===== config.mk =====
export PLATFORM = sky130hd
export DESIGN_NAME = clint_timer_unit
export DESIGN_NICKNAME = d
export VERILOG_FILES = /design/src/rtl/clint_timer_unit_pkg.sv /design/src/rtl/clint_timer_unit_mtime_cnt.sv /design/src/rtl/clint_timer_unit.sv
export SDC_FILE = /design/constraint.sdc
export NUM_CORES = 1
export LEC_CHECK = 0
export ABC_AREA = 1
export CAP_MARGIN = 20
export CORE_MARGIN = 4
export CORE_UTILIZATION = 55
export DETAILED_ROUTE_END_ITERATION = 12
export GPL_TIMING_DRIVEN = 0
export PLACE_DENSITY = 0.86
export SKIP_LAST_GASP = 1
export SLEW_MARGIN = 10
export SYNTH_ARGS = -nofsm -noshare
export SYNTH_HDL_FRONTEND = slang
export SYNTH_SLANG_ARGS = --single-unit

===== constraint.sdc =====
create_clock -name clk -period 2.1 [get_ports clk]
set_input_delay 0.21 -clock clk [delete_from_list [all_inputs] [get_ports clk]]
set_output_delay 0.21 -clock clk [all_outputs]
set_load 0.02 [all_outputs]

===== src/rtl/clint_timer_unit_pkg.sv =====
// -----------------------------------------------------------------------------
// clint_timer_unit_pkg
// Purpose : shared constants, FSM state type and the byte-merge helper used by
//           the CLINT timer unit and its mtime counter sub-module.
// Contents: register offsets (relative to BASE_ADDR), FSM encodings,
//           merge_bytes() for byte-enabled register writes.
// Optional feature macro: CLINT_MSIP_EN (msip register; see clint_timer_unit).
// -----------------------------------------------------------------------------
package clint_timer_unit_pkg;

    // Register offsets inside the CLINT region
    localparam logic [63:0] CLINT_MSIP_OFS     = 64'h0000_0000_0000_0000;
    localparam logic [63:0] CLINT_MTIMECMP_OFS = 64'h0000_0000_0000_4000;
    localparam logic [63:0] CLINT_MTIME_OFS    = 64'h0000_0000_0000_BFF8;

    // Bus FSM: one request outstanding, response held until consumed
    typedef enum logic [0:0] {
        CLINT_FSM_IDLE = 1'b0,
        CLINT_FSM_RESP = 1'b1
    } clint_state_e;

    // Byte-enabled merge: byte i comes from wdata when wstrb[i] is set
    function automatic logic [63:0] merge_bytes(
        input logic [63:0] old_val,
        input logic [63:0] wdata,
        input logic [7:0]  wstrb
    );
        logic [63:0] res;
        res = old_val;
        for (int i = 0; i < 8; i++) begin
            if (wstrb[i]) begin
                res[8*i +: 8] = wdata[8*i +: 8];
            end else begin
                res[8*i +: 8] = old_val[8*i +: 8];
            end
        end
        return res;
    endfunction

endpackage


===== src/rtl/clint_timer_unit_mtime_cnt.sv =====
// -----------------------------------------------------------------------------
// clint_mtime_cnt
// Purpose : prescaler plus 64-bit free-running mtime register with a bus
//           write port. A bus write in the same cycle as a tick wins.
// Ports   : clk        clock
//           rst        synchronous active-low reset
//           i_wr_en    load i_wr_data into mtime this edge
//           i_wr_data  value to load (already byte-merged by the caller)
//           o_mtime    current mtime
// -----------------------------------------------------------------------------
module clint_mtime_cnt #(
    parameter int TICK_DIV = 1
) (
    input  logic        clk,
    input  logic        rst,
    input  logic        i_wr_en,
    input  logic [63:0] i_wr_data,
    output logic [63:0] o_mtime
);

    // Counter is at least one bit wide so TICK_DIV=1 still elaborates
    localparam int DIV_W = (TICK_DIV > 1) ? $clog2(TICK_DIV) : 1;
    localparam logic [DIV_W-1:0] DIV_LAST = DIV_W'(TICK_DIV - 1);
    localparam logic [DIV_W-1:0] DIV_ONE  = DIV_W'(1);

    logic [DIV_W-1:0] r_div_cnt;
    logic [63:0]      r_mtime;
    logic             w_tick;

    assign w_tick  = (r_div_cnt == DIV_LAST);
    assign o_mtime = r_mtime;

    // Prescaler: counts 0..TICK_DIV-1 and restarts after each tick
    always_ff @(posedge clk) begin
        if (!rst) begin
            r_div_cnt <= '0;
        end else if (w_tick) begin
            r_div_cnt <= '0;
        end else begin
            r_div_cnt <= r_div_cnt + DIV_ONE;
        end
    end

    // mtime: bus write has priority over the tick increment; wraps naturally
    always_ff @(posedge clk) begin
        if (!rst) begin
            r_mtime <= 64'd0;
        end else if (i_wr_en) begin
            r_mtime <= i_wr_data;
        end else if (w_tick) begin
            r_mtime <= r_mtime + 64'd1;
        end else begin
            r_mtime <= r_mtime;
        end
    end

endmodule


===== src/rtl/clint_timer_unit.sv =====
// -----------------------------------------------------------------------------
// clint_timer_unit
// Purpose : core-local interruptor. Holds mtime/mtimecmp (and optionally msip)
//           behind a one-outstanding valid/ready register port and drives the
//           timer interrupt to the CSR unit.
// Ports   : clk, rst (sync, active-low)
//           req_valid/req_ready, req_addr, req_wen, req_wdata, req_wstrb
//           rsp_valid/rsp_ready, rsp_rdata, rsp_err
//           clint_mtip  registered (mtime >= mtimecmp)
//           clint_msip  msip register (only when CLINT_MSIP_EN is defined)
// Macro   : CLINT_MSIP_EN enables the msip register at BASE_ADDR+0x0; without
//           it that address is unmapped and clint_msip does not exist.
// -----------------------------------------------------------------------------
module clint_timer_unit
    import clint_timer_unit_pkg::*;
#(
    parameter logic [63:0] BASE_ADDR = 64'h0000_0000_0200_0000,
    parameter int          TICK_DIV  = 1
) (
    input  logic        clk,
    input  logic        rst,
    input  logic        req_valid,
    output logic        req_ready,
    input  logic [63:0] req_addr,
    input  logic        req_wen,
    input  logic [63:0] req_wdata,
    input  logic [7:0]  req_wstrb,
    output logic        rsp_valid,
    input  logic        rsp_ready,
    output logic [63:0] rsp_rdata,
    output logic        rsp_err,
    output logic        clint_mtip
`ifdef CLINT_MSIP_EN
    ,
    output logic        clint_msip
`endif
);

    clint_state_e r_state;
    clint_state_e w_state_nxt;
    logic         r_req_ready;
    logic         r_rsp_valid;
    logic [63:0]  r_rsp_rdata;
    logic         r_rsp_err;
    logic [63:0]  r_mtimecmp;
    logic         r_mtip;
    logic [63:0]  w_mtime;
    logic         w_accept;
    logic         w_aligned;
    logic         w_hit_cmp;
    logic         w_hit_mtime;
    logic         w_hit_msip;
    logic         w_err;
    logic [63:0]  w_rd_data;
    logic         w_mtime_we;

    // Decode: a hit requires an exact, 8-byte aligned register address
    assign w_accept    = req_valid && (r_state == CLINT_FSM_IDLE);
    assign w_aligned   = (req_addr[2:0] == 3'b000);
    assign w_hit_cmp   = w_aligned && (req_addr == (BASE_ADDR + CLINT_MTIMECMP_OFS));
    assign w_hit_mtime = w_aligned && (req_addr == (BASE_ADDR + CLINT_MTIME_OFS));
`ifdef CLINT_MSIP_EN
    assign w_hit_msip  = w_aligned && (req_addr == (BASE_ADDR + CLINT_MSIP_OFS));
`else
    assign w_hit_msip  = 1'b0;
`endif
    assign w_err       = !(w_hit_cmp || w_hit_mtime || w_hit_msip);
    assign w_mtime_we  = w_accept && req_wen && w_hit_mtime;

    clint_mtime_cnt #(
        .TICK_DIV (TICK_DIV)
    ) u_mtime_cnt (
        .clk       (clk),
        .rst       (rst),
        .i_wr_en   (w_mtime_we),
        .i_wr_data (merge_bytes(w_mtime, req_wdata, req_wstrb)),
        .o_mtime   (w_mtime)
    );

`ifdef CLINT_MSIP_EN
    logic r_msip;

    // msip: only bit0 is implemented and it needs byte lane 0 enabled
    always_ff @(posedge clk) begin
        if (!rst) begin
            r_msip <= 1'b0;
        end else if (w_accept && req_wen && w_hit_msip && req_wstrb[0]) begin
            r_msip <= req_wdata[0];
        end else begin
            r_msip <= r_msip;
        end
    end

    assign clint_msip = r_msip;
`endif

    // Read mux: pre-edge register values; writes and errors return zero
    always_comb begin
        w_rd_data = 64'd0;
        if (req_wen) begin
            w_rd_data = 64'd0;
        end else if (w_hit_cmp) begin
            w_rd_data = r_mtimecmp;
        end else if (w_hit_mtime) begin
            w_rd_data = w_mtime;
`ifdef CLINT_MSIP_EN
        end else if (w_hit_msip) begin
            w_rd_data = {63'd0, r_msip};
`endif
        end else begin
            w_rd_data = 64'd0;
        end
    end

    // mtimecmp register with byte-merged writes
    always_ff @(posedge clk) begin
        if (!rst) begin
            r_mtimecmp <= 64'hFFFF_FFFF_FFFF_FFFF;
        end else if (w_accept && req_wen && w_hit_cmp) begin
            r_mtimecmp <= merge_bytes(r_mtimecmp, req_wdata, req_wstrb);
        end else begin
            r_mtimecmp <= r_mtimecmp;
        end
    end

    // Timer interrupt: compare of the pre-edge values, so updates show a cycle later
    always_ff @(posedge clk) begin
        if (!rst) begin
            r_mtip <= 1'b0;
        end else begin
            r_mtip <= (w_mtime >= r_mtimecmp);
        end
    end

    // FSM next state: IDLE accepts, RESP waits for the consumer
    always_comb begin
        w_state_nxt = r_state;
        case (r_state)
            CLINT_FSM_IDLE: begin
                if (req_valid) begin
                    w_state_nxt = CLINT_FSM_RESP;
                end else begin
                    w_state_nxt = CLINT_FSM_IDLE;
                end
            end
            CLINT_FSM_RESP: begin
                if (rsp_ready) begin
                    w_state_nxt = CLINT_FSM_IDLE;
                end else begin
                    w_state_nxt = CLINT_FSM_RESP;
                end
            end
            default: begin
                w_state_nxt = CLINT_FSM_IDLE;
            end
        endcase
    end

    // FSM state plus registered handshake outputs and the latched response
    always_ff @(posedge clk) begin
        if (!rst) begin
            r_state     <= CLINT_FSM_IDLE;
            r_req_ready <= 1'b1;
            r_rsp_valid <= 1'b0;
            r_rsp_rdata <= 64'd0;
            r_rsp_err   <= 1'b0;
        end else begin
            r_state     <= w_state_nxt;
            r_req_ready <= (w_state_nxt == CLINT_FSM_IDLE);
            r_rsp_valid <= (w_state_nxt == CLINT_FSM_RESP);
            if (w_accept) begin
                r_rsp_rdata <= w_rd_data;
                r_rsp_err   <= w_err;
            end else begin
                r_rsp_rdata <= r_rsp_rdata;
                r_rsp_err   <= r_rsp_err;
            end
        end
    end

    assign req_ready  = r_req_ready;
    assign rsp_valid  = r_rsp_valid;
    assign rsp_rdata  = r_rsp_rdata;
    assign rsp_err    = r_rsp_err;
    assign clint_mtip = r_mtip;

endmodule


Word level (Yosys, flattened, before mapping)

Index checks and enable logic that the tools add are counted.

Register bits: 197
Bits in latches: 0
Memory bits (writable): 0
ROM bits: 0
Input port bits: 141
Output and inout bits: 68
Memories: 0

$add $sub $neg: 2
Multiply operators: 0
Divide/modulo/power cells: 0
Order comparisons: 1
Equal/unequal tests: 11
Shift operators: 0
Multiplexer cells: 16
Bitwise operators: 2
Reductions and logical operators: 26

Operators with widths:

| kind                  | count |
|---|---|
| $mux 64               | 5 |
| $eq 64x26->1 const B  | 2 |
| $add 64x1->64 const B | 1 |
| $ge 64x64->1          | 1 |
| $mux 8                | 8 |
| $reduce_and 2->1      | 17 |
| $ne 2x2->1 const B    | 8 |
| $logic_and 1x1->1     | 6 |
| $logic_not 3->1       | 1 |
| $mux 1                | 2 |
| $ne 2x1->1 const B    | 1 |
| $not 1->1             | 2 |
| $pmux 1 s2            | 1 |
| $add 1x1->1 const B   | 1 |
| $logic_not 1->1       | 1 |
| $logic_or 1x1->1      | 1 |

Logic depth before layout (Yosys ltp)

Depth in word-level cells: 6
Depth in mapped cells: 14
Mapped depth without buffers: 14

Modules after synthesis

Synthesis repeated with hierarchy kept, for this count alone.

Cell total of the unflattened synthesis: 2,159
Area total of the unflattened synthesis: 13,402.9 sq um

Modules (own cells, without submodules):

| module           | times used | cells an instance | area each (sq um) | sequential area each (sq um) |
|---|---|---|---|---|
| clint_timer_unit | 1          | 1,308             | 8,468.1           | 2,642.5 |
| clint_mtime_cnt  | 1          | 851               | 4,934.7           | 1,301.2 |

Least setup slack after synthesis

Ideal clock, no wire load.

Path type: register to register
Start: register rsp_valid (netlist name)
End: register r_mtimecmp[27]
Library setup time: 0.137 ns
Data arrival time: 1.706 ns
Slack: 0.257 ns
Stages on the path, launching flop included: 11
Path buffers: 2
Clock period less this slack: 1.843 ns
Cell sequence: dfxtp_1 inv_1 nand2_1 nor2_2 inv_2 nor2_8 buf_6 nand2_1 buf_2 nand2_1 o211ai_2

RTL lines:

| item                   | RTL line                | source |
|---|---|---|
| end signal: assignment | clint_timer_unit.sv:120 | `r_mtimecmp <= merge_bytes(r_mtimecmp, req_wdata, req_wstrb);` |
| end signal: assignment | clint_timer_unit.sv:122 | `r_mtimecmp <= r_mtimecmp;` |
| end: declaration       | clint_timer_unit.sv:45  | `logic [63:0] r_mtimecmp;` |

Worst setup path after layout

Start: register u_mtime_cnt.r_mtime[3] (netlist: u_mtime_cnt.o_mtime[3])
End: register u_mtime_cnt.r_mtime[25] (netlist: u_mtime_cnt.o_mtime[25])

Word-level cells in the longest chain between the ends: 3

Ends and longest elaborated chain:

| item                     | RTL line                         | source |
|---|---|---|
| start: declaration       | clint_timer_unit_mtime_cnt.sv:27 | `logic [63:0] r_mtime;` |
| start signal: assignment | clint_timer_unit_mtime_cnt.sv:49 | `r_mtime <= i_wr_data;` |
| start signal: assignment | clint_timer_unit_mtime_cnt.sv:51 | `r_mtime <= r_mtime + 64'd1;` |
| start signal: assignment | clint_timer_unit_mtime_cnt.sv:53 | `r_mtime <= r_mtime;` |
| $add 64x1->64            | clint_timer_unit_mtime_cnt.sv:51 |  |
| $mux 64                  | clint_timer_unit_mtime_cnt.sv:50 | `end else if (w_tick) begin` |
| $mux 64                  | clint_timer_unit_mtime_cnt.sv:48 | `end else if (i_wr_en) begin` |

Every way passes these cells. The select of a mux whose other input is x is not followed.
A chain may end at the register's enable or synchronous reset.

==> results_dict.tcl <==
set metrics [dict create \
    crit_family "simple AND/OR/NAND/NOR gates" \
    ir_drop_uv 571.4 \
    setup_violations 0 \
    start_kind "register" \
    grt_pass1_vias 15130 \
    ios 209 \
    slew_viol_final 0 \
    drt-initial-drc-count 1969 \
    cts-htree-levels 4 \
    fmax_mhz 482.5 \
    fin_crit_sh_pct 98.70 \
    ys_ff_latch 197 \
    switching_power_uw 2534 \
    num_vias 16050 \
    status "finished clean" \
    gp_congestion 1.065 \
    holdPathEnd "r_mtimecmp[28]" \
    dieWidth_um 163.1 \
    max-cap-violations 0 \
    antennaDiodeCount 0 \
    grt_max_degree 20 \
    hpwlAfterDp_um 40580 \
    ys_warn_count 0 \
    p_sw_share_pct 29.65 \
    yosysSeqAreaShare_pct 29.82 \
    synth_compound_area_share_pct 12.52 \
    timing.rr.start "u_mtime_cnt.o_mtime[3]" \
    overflow 0 \
    p_per_area_nw_per_um2 502.0 \
    avgViaCountPerCell 5.817 \
    crit_arrival_ns 2.42 \
    yosys.area_share.simple_pct 39.23 \
    cp_slowest_stage_delay_ns 0.43 \
    start_util_pct 56.18 \
    path_max_fanout 6 \
    drive_gt1_share_pct 8.934 \
    design.core.area_um2 23540 \
    worstMarginPinSlew_ns 1.019 \
    ys_types 36 \
    synthCells 2166 \
    intPower_uw 6014 \
    syn_avg_cell_area_um2 6.106 \
    relSlewSlack_pct 32.10 \
    power_frac_seq_pct 46.0 \
    crit_buf_inv 1 \
    fin_skew_ns 0.01522 \
    crit_required_ns 2.44 \
    path_common_cell "nor2_1" \
    cts_tree "done" \
    combPwrFrac_pct 13.1 \
    numCtsBuffers 17 \
    grt_pass1_wl_um 79720 \
    ant_nets 0 \
    r2r_end "u_mtime_cnt.o_mtime[25]" \
    synth_top_family_by_area "simple AND/OR/NAND/NOR gates" \
    crit_type "register to register" \
    hold_violations 0 \
    die_h_um 163.1 \
    cts_sinks 197 \
    hp-start "req_wstrb[3]" \
    placed_cell_area_um2 15690 \
    antenna_found_initial 1 \
    drc 0 \
    path_cells "nand2_1 > nor2_1 > nand2_2 > nor2_2 > nand2_1 > inv_1 > nor2_1 > o21ai_0 > o21ai_0 > nor2_1 > nor2_1" \
    clkTransAtPathRegs_ns 0.08 \
    layout.nets 2633 \
    rows 56 \
    cts_buffer_depth 2 \
    dieArea_um2 26590 \
    power.share.clock_pct 40.9 \
    end_kind "register" \
    track_usage_pct 38.27 \
    layout_commonest_cell "nand2_1" \
    leakage_uw 0.007884 \
    min_period_ns 2.073 \
    final_cell_mix "nand2_1 (543), nor2_1 (291), nand3_1 (268)" \
    netlist_area_um2 13230 \
    rsz0062_at_grt "true" \
    fin_area_um2 17030 \
    area_delta_synth_final_pct 28.73 \
    muxShareOfSynthArea_pct 0 \
    utilization_pct 72.32 \
    wl_per_cell_um 19.31 \
    worstRegToRegCells 11 \
    r2r_slack_ns 0.03 \
    io_buffers 206 \
    whs_ns 0.1929 \
    dr.pass1.iters 8 \
    setup_tns_ns 0 \
    min_path_type "input pin to register" \
    whs_path_depth 3 \
    crit_slowest_cell "dfxtp_1" \
    cts_hold_buf 0 \
    yosys.area_share.xor_xnor_pct 1.854 \
    clk_latency_ns 0.45 \
    synth_fp_nets 2372 \
    ctsRootBufferMaster "clkbuf_16" \
    wl_um 53270 \
    synthAdderAreaFrac_pct 6.149 \
]
per-layer routing:
| metal | part of all wire (%) | GRT usage, % | wire, um | up-vias |
|---|---|---|---|---|
| met4 | 6.2 | 23.29 | 3315 | 4 |
| met5 | 0.043 | 0 | 23 | - |
| met2 | 44 | 60.83 | 23690 | 1001 |
| li1 | - | - | - | 7528 |
| met3 | 12 | 9.109 | 6266 | 191 |
| met1 | 37 | 46.98 | 19980 | 7325 |
metrics by stage:
stage	instances	setup WS, ns	total power (uW)
floorplan	2166	0.2571	4490
global placement	2691	-0.9826	5018
detailed placement	2691	-0.9908	5047
CTS	2735	-0.01153	8433
global route	2759	-0.1776	8761
finish	2759	0.02728	8548
worst reg2reg max path, cell delays in order, from the launching register on:
cell	delay, ns
dfxtp_1	0.43
nand2_1	0.15
nor2_1	0.21
nand2_2	0.16
nor2_2	0.20
nand2_1	0.17
inv_1	0.17
nor2_1	0.05
o21ai_0	0.15
o21ai_0	0.11
nor2_1	0.13
nor2_1	0.05
state kept, by name, indices dropped and copies added (netlist names):
name,flops
clint_mtip,1
r_mtimecmp,64
req_ready,1
rsp_err,1
rsp_rdata,64
rsp_valid,1
u_mtime_cnt.o_mtime,64
u_mtime_cnt.r_div_cnt,1
worst max-delay path by stage:
stage / startpoint / end / slack [ns] / depth (start not counted)
2_1_floorplan: rsp_valid / r_mtimecmp[27] / 0.26 / 10
6_report: u_mtime_cnt.o_mtime[3] / u_mtime_cnt.o_mtime[25] / 0.03 / 11
3_5_place_dp: req_addr[0] / r_mtimecmp[50] / -0.99 / 12
5_1_grt: u_mtime_cnt.o_mtime[3] / u_mtime_cnt.o_mtime[35] / -0.18 / 11
4_1_cts: req_addr[17] / u_mtime_cnt.o_mtime[59] / -0.01 / 13
3_3_place_gp: req_addr[0] / r_mtimecmp[50] / -0.98 / 12
synthesized netlist by cell type:
cell type | number | area [um2]
nand2_1 | 560 | 2102
nor2_1 | 322 | 1209
nand3_1 | 269 | 1346
inv_1 | 248 | 930.9
dfxtp_1 | 197 | 3944
o21ai_0 | 147 | 735.7
a21oi_1 | 115 | 575.6
ha_1 | 65 | 813.3
clkbuf_1 | 50 | 187.7
o211ai_1 | 36 | 270.3
nand4_1 | 35 | 219.0
xor2_1 | 28 | 245.2
buf_2 | 17 | 85.08
buf_1 | 9 | 33.78
buf_4 | 9 | 67.56
nand2_2 | 8 | 50.05
inv_2 | 7 | 26.28
nor3_1 | 7 | 35.03
nor2_4 | 6 | 67.56
and2_1 | 3 | 18.77
buf_6 | 3 | 33.78
nand2_4 | 3 | 33.78
nand3b_1 | 3 | 22.52
o211ai_2 | 3 | 37.54
clkinv_2 | 2 | 10.01
nand3_2 | 2 | 20.02
nor2_2 | 2 | 12.51
o21a_1 | 2 | 15.01
a41oi_1 | 1 | 8.760
conb_1 | 1 | 3.750
nand3_4 | 1 | 17.52
nor2_8 | 1 | 20.02
nor4_1 | 1 | 6.260
nor4b_1 | 1 | 8.760
o21bai_1 | 1 | 7.510
o22ai_1 | 1 | 6.260
final cells by class:
type	count	area (um2)
Buffer	88	510.5
Clock buffer	19	442.9
Clock inverter	13	162.7
Fill cell	2069	6516
Inverter	257	970.9
Multi-Input combinational cell	1625	8214
Sequential cell	197	3970
Tap cell	319	399.1
Timing Repair Buffer	241	2356
power groups by stage:
stage | Clock [uW] | Combinational, uW | Sequential (uW)
2_1_floorplan | 0 | 523 | 3970
3_3_place_gp | 0 | 1020 | 4000
4_1_cts | 3460 | 1060 | 3920
3_5_place_dp | 0 | 1040 | 4010
6_report | 3500 | 1120 | 3930
5_1_grt | 3610 | 1220 | 3940
kinds of logic (layout without fill, tap and decap cells):
kind of cell    count (synthesis)  after routing
simple gates                 1224           1225
buf+inv                       345            618
compound gates                306            306
flops                         197            197
fa+ha+maj                      65             65
xor+xnor                       28             28
other cells                     1              1
repair_timing:
action | in CTS | in global routing
setup buffers | 12 | 21
gates resized for setup | 40 | 136
gates cloned | 0 | 3
pin swaps | 7 | 20
setup endpoints to repair | 185 | 163
Power figures use the tool's default switching activity.
